## src/rtl/hpdcache_refill_ctrl.sv

```systemverilog
// Refill controller: gathers memory response flits into a cache line, retires the MSHR entry,
// writes the line and optionally answers the core. Define HPDCACHE_REFILL_PERF_EN for perf counters.
module hpdcache_refill_ctrl #(
  parameter int MSHR_SET_W = 2,
  parameter int MSHR_WAY_W = 1,
  parameter int MEM_DATA_W = 64,
  parameter int LINE_W     = 512,
  parameter int SET_W      = 7,
  parameter int TAG_W      = 20,
  parameter int WAY_W      = 2,
  parameter int TID_W      = 6,
  parameter int SID_W      = 3,
  parameter int WORD_W     = 3
) (
  input  logic                             clk_i,
  input  logic                             rst_i,
  input  logic                             mem_rsp_valid_i,
  output logic                             mem_rsp_ready_o,
  input  logic [MEM_DATA_W-1:0]            mem_rsp_data_i,
  input  logic [MSHR_WAY_W+MSHR_SET_W-1:0] mem_rsp_id_i,
  input  logic                             mem_rsp_last_i,
  input  logic                             mem_rsp_error_i,
  output logic                             ack_req_o,
  input  logic                             ack_gnt_i,
  output logic                             mshr_ack_o,
  output logic                             mshr_ack_cs_o,
  output logic [MSHR_SET_W-1:0]            mshr_ack_set_o,
  output logic [MSHR_WAY_W-1:0]            mshr_ack_way_o,
  input  logic [TID_W-1:0]                 mshr_req_id_i,
  input  logic [SID_W-1:0]                 mshr_src_id_i,
  input  logic [SET_W-1:0]                 mshr_cache_set_i,
  input  logic [WAY_W-1:0]                 mshr_cache_way_i,
  input  logic [TAG_W-1:0]                 mshr_cache_tag_i,
  input  logic [WORD_W-1:0]                mshr_word_i,
  input  logic                             mshr_need_rsp_i,
  output logic                             refill_valid_o,
  input  logic                             refill_ready_i,
  output logic [SET_W-1:0]                 refill_set_o,
  output logic [WAY_W-1:0]                 refill_way_o,
  output logic [TAG_W-1:0]                 refill_tag_o,
  output logic [LINE_W-1:0]                refill_data_o,
  output logic                             core_rsp_valid_o,
  input  logic                             core_rsp_ready_i,
  output logic [TID_W-1:0]                 core_rsp_tid_o,
  output logic [SID_W-1:0]                 core_rsp_sid_o,
  output logic [MEM_DATA_W-1:0]            core_rsp_data_o,
  output logic                             core_rsp_error_o,
  output logic                             busy_o
`ifdef HPDCACHE_REFILL_PERF_EN
  ,
  output logic [31:0]                      perf_refill_cnt_o,
  output logic [31:0]                      perf_err_cnt_o
`endif
);

  localparam int FLITS = LINE_W / MEM_DATA_W;
  localparam int CNT_W = WORD_W + 1;
  localparam int ID_W  = MSHR_WAY_W + MSHR_SET_W;

  typedef enum logic [2:0] {IDLE, RECV, ACK_REQ, ACK_RD, WRITE, RSP} state_e;

  state_e              state_q, state_d;
  logic [CNT_W-1:0]    cnt_q, cnt_d;
  logic                err_q, err_d;
  logic [ID_W-1:0]     id_q, id_d;
  logic [LINE_W-1:0]   line_q, line_d;
  logic [TID_W-1:0]    req_id_q, req_id_d;
  logic [SID_W-1:0]    src_id_q, src_id_d;
  logic [SET_W-1:0]    set_q, set_d;
  logic [WAY_W-1:0]    way_q, way_d;
  logic [TAG_W-1:0]    tag_q, tag_d;
  logic [WORD_W-1:0]   word_q, word_d;
  logic                need_rsp_q, need_rsp_d;
  logic                accept;

  always_ff @(posedge clk_i) begin
    if (rst_i) begin
      state_q    <= IDLE;
      cnt_q      <= '0;
      err_q      <= 1'b0;
      id_q       <= '0;
      line_q     <= '0;
      req_id_q   <= '0;
      src_id_q   <= '0;
      set_q      <= '0;
      way_q      <= '0;
      tag_q      <= '0;
      word_q     <= '0;
      need_rsp_q <= 1'b0;
    end else begin
      state_q    <= state_d;
      cnt_q      <= cnt_d;
      err_q      <= err_d;
      id_q       <= id_d;
      line_q     <= line_d;
      req_id_q   <= req_id_d;
      src_id_q   <= src_id_d;
      set_q      <= set_d;
      way_q      <= way_d;
      tag_q      <= tag_d;
      word_q     <= word_d;
      need_rsp_q <= need_rsp_d;
    end
  end

  always_comb begin
    state_d         = state_q;
    cnt_d           = cnt_q;
    err_d           = err_q;
    id_d            = id_q;
    line_d          = line_q;
    req_id_d        = req_id_q;
    src_id_d        = src_id_q;
    set_d           = set_q;
    way_d           = way_q;
    tag_d           = tag_q;
    word_d          = word_q;
    need_rsp_d      = need_rsp_q;
    mem_rsp_ready_o = (state_q == IDLE) || (state_q == RECV);
    ack_req_o       = 1'b0;
    mshr_ack_o      = 1'b0;
    mshr_ack_cs_o   = 1'b0;
    refill_valid_o  = 1'b0;
    core_rsp_valid_o = 1'b0;
    accept          = mem_rsp_valid_i & mem_rsp_ready_o;

    case (state_q)
      IDLE: begin
        if (accept) begin
          id_d = mem_rsp_id_i;
          line_d[MEM_DATA_W-1:0] = mem_rsp_data_i;
          cnt_d = CNT_W'(1);
          // a single-flit burst can only be a short line
          err_d = mem_rsp_error_i | (mem_rsp_last_i & (FLITS != 1));
          state_d = mem_rsp_last_i ? ACK_REQ : RECV;
        end
      end
      RECV: begin
        if (accept) begin
          if (cnt_q == CNT_W'(FLITS)) begin
            err_d = 1'b1;
          end else begin
            for (int k = 0; k < FLITS; k++) begin
              if (cnt_q == CNT_W'(k)) line_d[k*MEM_DATA_W +: MEM_DATA_W] = mem_rsp_data_i;
            end
            cnt_d = cnt_q + CNT_W'(1);
          end
          if (mem_rsp_error_i) err_d = 1'b1;
          if (mem_rsp_last_i) begin
            state_d = ACK_REQ;
            if (cnt_q != CNT_W'(FLITS - 1)) err_d = 1'b1;
          end
        end
      end
      ACK_REQ: begin
        ack_req_o     = 1'b1;
        mshr_ack_o    = ack_gnt_i;
        mshr_ack_cs_o = ack_gnt_i;
        if (ack_gnt_i) state_d = ACK_RD;
      end
      ACK_RD: begin
        req_id_d   = mshr_req_id_i;
        src_id_d   = mshr_src_id_i;
        set_d      = mshr_cache_set_i;
        way_d      = mshr_cache_way_i;
        tag_d      = mshr_cache_tag_i;
        word_d     = mshr_word_i;
        need_rsp_d = mshr_need_rsp_i;
        if (!err_q)               state_d = WRITE;
        else if (mshr_need_rsp_i) state_d = RSP;
        else                      state_d = IDLE;
      end
      WRITE: begin
        refill_valid_o = 1'b1;
        if (refill_ready_i) state_d = need_rsp_q ? RSP : IDLE;
      end
      RSP: begin
        core_rsp_valid_o = 1'b1;
        if (core_rsp_ready_i) state_d = IDLE;
      end
      default: state_d = IDLE;
    endcase
  end

  always_comb begin
    core_rsp_data_o = '0;
    if (!err_q) begin
      for (int k = 0; k < FLITS; k++) begin
        if (word_q == WORD_W'(k)) core_rsp_data_o = line_q[k*MEM_DATA_W +: MEM_DATA_W];
      end
    end
  end

  assign mshr_ack_set_o   = id_q[MSHR_SET_W-1:0];
  assign mshr_ack_way_o   = id_q[ID_W-1:MSHR_SET_W];
  assign refill_set_o     = set_q;
  assign refill_way_o     = way_q;
  assign refill_tag_o     = tag_q;
  assign refill_data_o    = line_q;
  assign core_rsp_tid_o   = req_id_q;
  assign core_rsp_sid_o   = src_id_q;
  assign core_rsp_error_o = err_q;
  assign busy_o           = (state_q != IDLE);

`ifdef HPDCACHE_REFILL_PERF_EN
  logic [31:0] perf_refill_cnt_q, perf_refill_cnt_d;
  logic [31:0] perf_err_cnt_q, perf_err_cnt_d;

  always_comb begin
    perf_refill_cnt_d = perf_refill_cnt_q;
    perf_err_cnt_d    = perf_err_cnt_q;
    if (state_q == WRITE && refill_ready_i) perf_refill_cnt_d = perf_refill_cnt_q + 32'd1;
    if (state_q == ACK_RD && err_q)         perf_err_cnt_d    = perf_err_cnt_q + 32'd1;
  end

  always_ff @(posedge clk_i) begin
    if (rst_i) begin
      perf_refill_cnt_q <= '0;
      perf_err_cnt_q    <= '0;
    end else begin
      perf_refill_cnt_q <= perf_refill_cnt_d;
      perf_err_cnt_q    <= perf_err_cnt_d;
    end
  end

  assign perf_refill_cnt_o = perf_refill_cnt_q;
  assign perf_err_cnt_o    = perf_err_cnt_q;
`endif

endmodule

```

## config.mk

```make
export PLATFORM = sky130hd
export DESIGN_NAME = hpdcache_refill_ctrl
export DESIGN_NICKNAME = d
export VERILOG_FILES = /design/src/rtl/hpdcache_refill_ctrl.sv
export SDC_FILE = /design/constraint.sdc
export NUM_CORES = 1
export LEC_CHECK = 0
export CORE_AREA = 2 2 291 293
export DETAILED_ROUTE_END_ITERATION = 7
export DIE_AREA = 0 0 293 295
export PLACE_DENSITY_LB_ADDON = 0.2
export SETUP_SLACK_MARGIN = 0.15
export SLEW_MARGIN = 30
export SYNTH_ARGS = -nofsm -noshare
export SYNTH_HDL_FRONTEND = slang
export SYNTH_SLANG_ARGS = --single-unit
export TNS_END_PERCENT = 5
```

## constraint.sdc

```tcl
create_clock -name clk_i -period 2.8 [get_ports clk_i]
set_input_delay 0.56 -clock clk_i [delete_from_list [all_inputs] [get_ports clk_i]]
set_output_delay 0.56 -clock clk_i [all_outputs]
set_load 0.005 [all_outputs]
```

Word-level counts from Yosys, hierarchy flattened

Index checks and enable logic that the tools add are counted.

Register bits after elaboration: 565
Latch bits: 0
Memory bits (writable): 0
Memory bits (read-only): 0
Input port bits: 117
Output and inout bits: 625
Word-level logic and storage cells: 110
Memories kept: 0

Add/subtract/negate cells: 1
Multipliers: 0
Div/mod/pow operators: 0
Order comparisons: 0
Eq/ne operators: 29
Shift-type cells: 0
Muxes and demuxes: 40
Bitwise logic cells: 3
Reductions and logical operators: 18

Operator list:

| cell                  | count |
|---|---|
| $mux W64              | 13 |
| $pmux W64 S2          | 1 |
| $reduce_and A4 Y1     | 8 |
| $mux W3               | 9 |
| $eq A3 B3 Y1 const B  | 6 |
| $pmux W3 S6           | 1 |
| $eq A4 B3 Y1 const B  | 4 |
| $ne A2 B2 Y1 const B  | 7 |
| $eq A3 B2 Y1 const B  | 4 |
| $mux W4               | 3 |
| $mux W1               | 10 |
| $eq A4 B2 Y1 const B  | 2 |
| $pmux W4 S2           | 1 |
| $eq A3 B1 Y1 const B  | 2 |
| $logic_not A3 Y1      | 2 |
| $reduce_and A6 Y1     | 1 |
| $reduce_and A5 Y1     | 1 |
| $add A4 B1 Y4 const B | 1 |
| $eq A4 B1 Y1 const B  | 1 |
| $eq A4 B4 Y1 const B  | 1 |
| $logic_not A4 Y1      | 1 |
| $ne A4 B3 Y1 const B  | 1 |
| $reduce_and A3 Y1     | 1 |
| $reduce_bool A3 Y1    | 1 |
| other kinds (9)       | 9 |

Depth between registers and ports, before layout

Gate-level depths: netlist (run 1).

Word-level depth: 10
Mapped depth: 8
Gate-level depth less buffers: 6

Worst setup path after synthesis (run 1)

OpenSTA, ideal clock, no wires.

Kind: register to output
Start: reg word_q[2]
End: out core_rsp_data_o[0]
Arrival: 1.587 ns
Required time: 2.240 ns
Setup slack: 0.653 ns
Cell stages (with the launch flop): 7
Path buffers: 4
Path through: dfxtp_1 -> buf_2 -> buf_2 -> buf_2 -> clkbuf_1 -> o22ai_1 -> a211oi_1

Longest elaborated chain between the ends: 10
Elaborated cells on any way between the ends: 17
Those cells by class: eq/ne (7); mux (9); reduce/logical (1)

RTL lines:

| item                   | line | text |
|---|---|---|
| from (decl)            | 72   | `logic [WORD_W-1:0] word_q, word_d;` |
| from (signal assigned) | 101  | `word_q <= word_d;` |
| $logic_not A3 Y1       | 189  | `if (word_q == WORD_W'(k)) core_rsp_data_o = line_q[k*MEM_DATA_W +: MEM_DATA_W];` |
| $mux W64 (7 in a row)  | 189  |  |
| $mux W64 *             | 189  |  |
| $mux W64 *             | 187  | `if (!err_q) begin` |
| to (decl)              | 46   | `output logic [MEM_DATA_W-1:0] core_rsp_data_o,` |

Every way passes the cells marked *; elsewhere a longest branch is shown, timed or not.

Final worst setup path (run 1)

Start: reg word_q[2]
End: out core_rsp_data_o[44]

Same word-level chain as after synthesis.

==> reports/qor.yml, run 1 <==
fill_cells: 8183
synth_compound_area_frac: 0.179
power_leakage_nw: 12.3
fin_crit_ps: 2930
hp-class: "in -> reg"
worst_pin_slew_ps: 534
firstDrtPassIters: 5
relSlewSlack: 0.643
place_hpwl_mm: 76.3
via_per_inst: 5.15
routed_wirelength_mm: 118
first_global_vias: 23956
crit_chain: "buf_12 -> buf_12 -> buf_16 -> mux4_2 -> nor2_2 -> a211oi_2 -> dlygate4sd2_1"
rows: 106
worstSetupPathType: "reg -> out"
die_area_um2: 86400
drt-wirelength-per-cell_um: 24.1
fin_cells: 4885
h-tree-depth: 2
clock_latency_ps: 630
gr-total-overflow: 0
grt_use_total: 0.260
crit_arrival_ps: 2370
cts_tree: "built"
cp-startpoint: "word_q[2]$_SDFFE_PP0N_"
hold_ws_ps: 347
synth_top_family_by_area: "simple AND/OR/NAND/NOR gates"
portBuffers: 741
placedCellCount: 4677
fin_nets: 3871
syn_inst: 3064
crit_fanout: 6
crit_buf_inv: 4
drcViolationCount: 0
worstPathRequired_ps: 2240
violations: "negative setup slack"
timing.rr.start: "state_q[1]$_SDFFE_PP0P_"
synth_xor_area_frac: 0
total_power_mw: 18.5
initial_utilization: 0.292
worstHoldStart: "rst_i"
synth_mux_area_frac: 0.0839
cts_sinks: 565
syn_nets: 3185
antenna_found_initial: 6
max_stage_delay_ps: 500
clk_pin_slew_worst_paths_ps: 60
maxCapViolations: 0
rsz0062_at_grt: "true"
p_per_area_nw_per_um2: 503
ys.flop_type: "dfxtp_1"
synth_adder_area_share: 0.00206
grt_first_pass_wirelength_mm: 169
critPathMostFrequentCell: "buf_12"
ant_nets: 0
yosys_warnings: 0
met1_usage: 0.336
max_clock_freq_mhz: 341
crit_path_top_delay_cell: "mux4_2"
crit_family: "buffers and inverters"
synth_seq_area_share: 0.467
drt_iter0_markers: 2147
end_kind: "output pin"
setup_ws_ps: -133
clock-root-buffer: "clkbuf_16"
clockBufferDepth: 3
cts_made_buffers: 61
die_h_um: 295
fin_skew_ps: 17.9
vias: 25158
core_region_area_um2: 83200
avgSynthCellArea_um2: 7.91
slew_violations: 0
areaGrowthSynthToFinish_pct: 51.5
die_width_um: 293
tns_ps: -3340
pin_count: 742
synth.distinct_cells: 46
grt_util_met2: 0.440
critPathLaunchType: "flip-flop"
ir_drop_uv: 499
status: "complete, but fails checks"
syn_area_um2: 24200
place_ws_ps: 54.1
synth-async-reset-ratio: 0
hold_viol: 0
gp_congestion: 0.850
synthSimpleGateAreaFrac: 0.201
post-route-period-util: 1.05
top_usage_layer: "met2"
finalSetupViolCount: 49
synth_edf_count: 0
gr-usage-met3: 0.0512
drive_above_1_share: 0.154
grt_max_degree: 91
synth_seq_cells: 565
## logic make-up after synthesis
group                      after synthesis
AOI/OAI and AO/OA                      803
adders and majority gates                4
buffers and inverters                  321
DFF                                    565
muxes                                  119
and+or+nand+nor                       1252
## worst paths after layout
| check | cells after the start | to | slack (ps) |
|---|---|---|---|
| worst max-delay path | 7 | core_rsp_data_o[44] | -130 |
| worst min-delay path | 2 | core_rsp_tid_o[2]$_SDFFE_PP0N_ | 350 |
| worst max register to register | 5 | refill_data_o[223]$_SDFFE_PP0P_ | 620 |
| worst min register to register | 2 | refill_tag_o[5]$_SDFFE_PP0N_ | 450 |
## cell type report
type,count,area (µm²),share of cell area
multi-input combinational,2178,11800,0.321
sequential,565,11300,0.309
timing repair buffer,938,10100,0.275
clock buffer,99,1930,0.0526
tap,1080,1350,0.0368
clock inverter,14,156,0.00426
inverter,6,23.8,0.000647
antenna,5,12.5,0.000341
## layer usage
layer  share of wire  vias to the layer above  wire, µm
met2            0.48                     1144     56800
met3           0.078                      196      9190
met1            0.41                    12172     48200
met5         0.00011                        -        13
met4           0.028                        2      3320
li1                -                    11644         -
## state kept, by name, indices dropped and copies added, names as in the netlist
| name | flops |
|---|---|
| state_q | 3 |
| refill_set_o | 7 |
| refill_way_o | 2 |
| refill_data_o | 512 |
| core_rsp_error_o | 1 |
| need_rsp_q | 1 |
| word_q | 3 |
| id_q | 3 |
| cnt_q | 4 |
| core_rsp_tid_o | 6 |
| refill_tag_o | 20 |
| core_rsp_sid_o | 3 |
## per-stage QoR
| step | utilization | cell area, µm² |
|---|---|---|
| global route | 0.442 | 36700 |
| global placement | 0.397 | 33000 |
| finish | 0.442 | 36700 |
| detailed placement | 0.397 | 33000 |
| CTS | 0.440 | 36600 |
| floorplan | - | 24200 |
## cell usage after synthesis, types with 6 or more instances
cell	count	area share
buf_2	137	0.028
buf_1	7	0.0011
clkbuf_1	134	0.021
nand2b_1	6	0.0015
nor2_1	77	0.012
nor2_4	7	0.0033
o21ai_0	85	0.018
buf_6	34	0.016
o22ai_1	56	0.014
nand3_1	11	0.0023
dfxtp_1	565	0.47
a21oi_1	574	0.12
mux4_2	62	0.058
mux2_2	53	0.025
nand2_1	1121	0.17
a2bb2oi_1	9	0.0033
a211oi_1	54	0.017
## repair_timing
action	in CTS	in global routing
resized for setup	325	73
hold buffers	0	0
cloned	13	0
pin swaps	64	41
endpoints found under the setup margin	69	67
setup buffers	78	0
## cells in the final DEF, fill, tap and decap left out, drive strengths merged, types with 6 or more instances in the layout
cell type and count:
dfxtp 565, buf 240, a21oi 575, a211oi 54, nand3 11, mux4 62, nand2 1121, nand2b 6
inv 6, clkbuf 104, clkdlybuf4s50 676, o22ai 56, a2bb2oi 9, dlygate4sd2 9, mux2 53, nor2 84
clkinv 8, o21ai 85
## power breakdown
part	internal, mW	leakage [nW]	switching (mW)
Sequential	8.14	4.57	0.112
Combinational	0.840	6.73	0.980
Clock	4.96	1.02	3.45
Power figures use the tool's default switching activity.
==> run 2: changes to the inputs <==
--- a/config.mk
+++ b/config.mk
@@ -8,6 +8,7 @@
 export CORE_AREA = 2 2 291 293
 export DETAILED_ROUTE_END_ITERATION = 7
 export DIE_AREA = 0 0 293 295
+export GPL_TIMING_DRIVEN = 0
 export PLACE_DENSITY_LB_ADDON = 0.2
 export SETUP_SLACK_MARGIN = 0.15
 export SLEW_MARGIN = 30
==> run 2 against run 1 <==
Effect of this change:
- the flow still finishes with violations (negative setup slack)
- register-to-register slack worse by 520 ps
- maximum frequency shrank 3.6%
- core utilization hardly changed
- global-route usage rose by 6.3 points
==> reports/qor.yml, run 2 (synthesis results as in run 1) <==
hold_ws_ps: 251
max_stage_delay_ps: 390
crit_path_top_delay_cell: "dfxtp_4"
crit_family: "buffers and inverters"
multiInputGateArea_um2: 11700
grt_use_total: 0.323
routed_wirelength_mm: 147
rows: 106
drt-wirelength-per-cell_um: 29.4
drt_iter0_markers: 2505
die_h_um: 295
initial_utilization: 0.292
max_clock_freq_mhz: 329
worstSetupPathType: "reg -> out"
slew_violations: 0
setup_ws_ps: -242
crit_buf_inv: 6
grt_first_pass_wirelength_mm: 196
relSlewSlack: 0.281
gp_congestion: 0.861
largest_reg_flops: 512
areaGrowthSynthToFinish_pct: 51.4
drive_above_1_share: 0.164
first_global_vias: 24431
finalSetupViolCount: 64
worst_pin_slew_ps: 1080
portBuffers: 676
clock-root-buffer: "clkbuf_16"
critPathLaunchType: "flip-flop"
pin_count: 742
core_region_area_um2: 83200
clk_pin_slew_worst_paths_ps: 60
via_per_inst: 5.35
layout_common_cells: "nand2_1 (1,121), clkdlybuf4s50_1 (611), a21oi_1 (574)"
grt_max_degree: 14
layout.area.seq_um2: 11300
ir_drop_uv: 404
crit_fanout: 5
drcViolationCount: 0
crit_arrival_ps: 2480
fin_skew_ps: 18.6
rsz0062_at_grt: "true"
die_area_um2: 86400
worstPathRequired_ps: 2240
end_kind: "output pin"
fin_nets: 3988
firstDrtPassIters: 5
cts_tree: "built"
fin_cells: 5002
crit_chain: "buf_12 -> buf_16 -> buf_8 -> clkbuf_16 -> buf_4 -> mux4_2 -> nor2_1 -> a211oi_1 -> dlymetal6s2s_1"
h-tree-depth: 3
cts.hold.buffers_added: 0
hp-class: "in -> reg"
hold_viol: 0
placedCellCount: 4820
fin_crit_ps: 3040
ant_nets: 0
clockBufferDepth: 3
clock_latency_ps: 630
final_common_cell: "nand2_1"
violations: "negative setup slack"
power_leakage_nw: 12.9
p_per_area_nw_per_um2: 539
fill_cells: 8346
cts_made_buffers: 68
cts_sinks: 565
post-route-period-util: 1.09
status: "complete, but fails checks"
die_width_um: 293
antenna_found_initial: 7
maxCapViolations: 0
vias: 26779
place_hpwl_mm: 106
gr-total-overflow: 0
==> run 2: cell types whose count changed in the layout (fill, tap and decap cells not counted), sizes merged, moves of 2 or more <==
cell / previous run / this run
buf: 240 / 253
bufbuf: 5 / 0
bufinv: 3 / 7
clkbuf: 104 / 242
clkdlybuf4s50: 676 / 611
clkinv: 8 / 10
dlymetal6s2s: 0 / 25
==> run 2: worst paths after layout <==
| kind | endpoint | slack (ps) | cells after the start | from |
|---|---|---|---|---|
| worst max-delay path | core_rsp_data_o[1] | -240 | 9 | word_q[0]$_SDFFE_PP0N_ |
| worst max register to register | refill_data_o[5]$_SDFFE_PP0P_ | 100 | 7 | cnt_q[0]$_SDFFE_PP0P_ |
| worst min-delay path | refill_data_o[109]$_SDFFE_PP0P_ | 250 | 3 | mem_rsp_data_i[45] |
| worst min register to register | refill_set_o[5]$_SDFFE_PP0N_ | 450 | 2 | refill_set_o[5]$_SDFFE_PP0N_ |
==> run 2: timing repair <==
item / 4_1_cts / 5_1_grt
cloned: 2 / 4
resized for setup: 356 / 160
endpoints found under the setup margin: 103 / 131
pin swaps: 12 / 23
buffers inserted: 9 / 41
==> run 2: power breakdown <==
part           switching, mW  leakage, nW  internal, mW
sequential             0.112         4.57          8.14
clock                   3.82         1.15          5.72
combinational           1.20         7.19         0.778
total                   5.13         12.9          14.6
==> run 2: worst register-to-register path, delay by kind of cell, from the launching register on <==
kind	cells	cell delay, ps
compound gates	2	750
fa+ha+maj	1	240
buf+inv	2	650
flops	1	370
simple gates	2	610
==> run 2: stage by stage <==
| step | setup WS (ps) | power (mW) | setup TNS [ps] | instance area [µm²] | util |
|---|---|---|---|---|---|
| finish | -242 | 19.8 | -9830 | 36700 | 0.441 |
| global route | -300 | 20.2 | -13700 | 36700 | 0.441 |
| CTS | -558 | 19.8 | -21990 | 35900 | 0.432 |
| detailed placement | -1880 | 10.3 | -125060 | 32400 | 0.390 |
| global placement | -2120 | 10.2 | -219640 | 32400 | 0.389 |
| floorplan | 653 | 9.18 | 0 | 24200 | - |
==> run 2: area by class of cell <==
class	instances	area share
buffer	315	0.0709
tap	1080	0.0368
clock buffer	98	0.0555
inverter	6	0.000716
clock inverter	22	0.00897
timing repair buffer	732	0.199
sequential	565	0.309
multi-input combinational	2179	0.319
antenna	5	0.000341
==> run 2: layer usage <==
layer	share of wire	GRT usage	routed length [µm]
met5	0	0	0
met4	0.033	0.104	4860
met3	0.093	0.0887	13700
met2	0.47	0.538	69600
met1	0.40	0.404	58800
==> run 3: changes to the inputs <==
--- a/config.mk
+++ b/config.mk
@@ -5,6 +5,7 @@
 export SDC_FILE = /design/constraint.sdc
 export NUM_CORES = 1
 export LEC_CHECK = 0
+export CAP_MARGIN = 10
 export CORE_AREA = 2 2 291 293
 export DETAILED_ROUTE_END_ITERATION = 7
 export DIE_AREA = 0 0 293 295
==> results of run 3 <==
No change in the layout: final DEF, timing and power equal those of run 2.
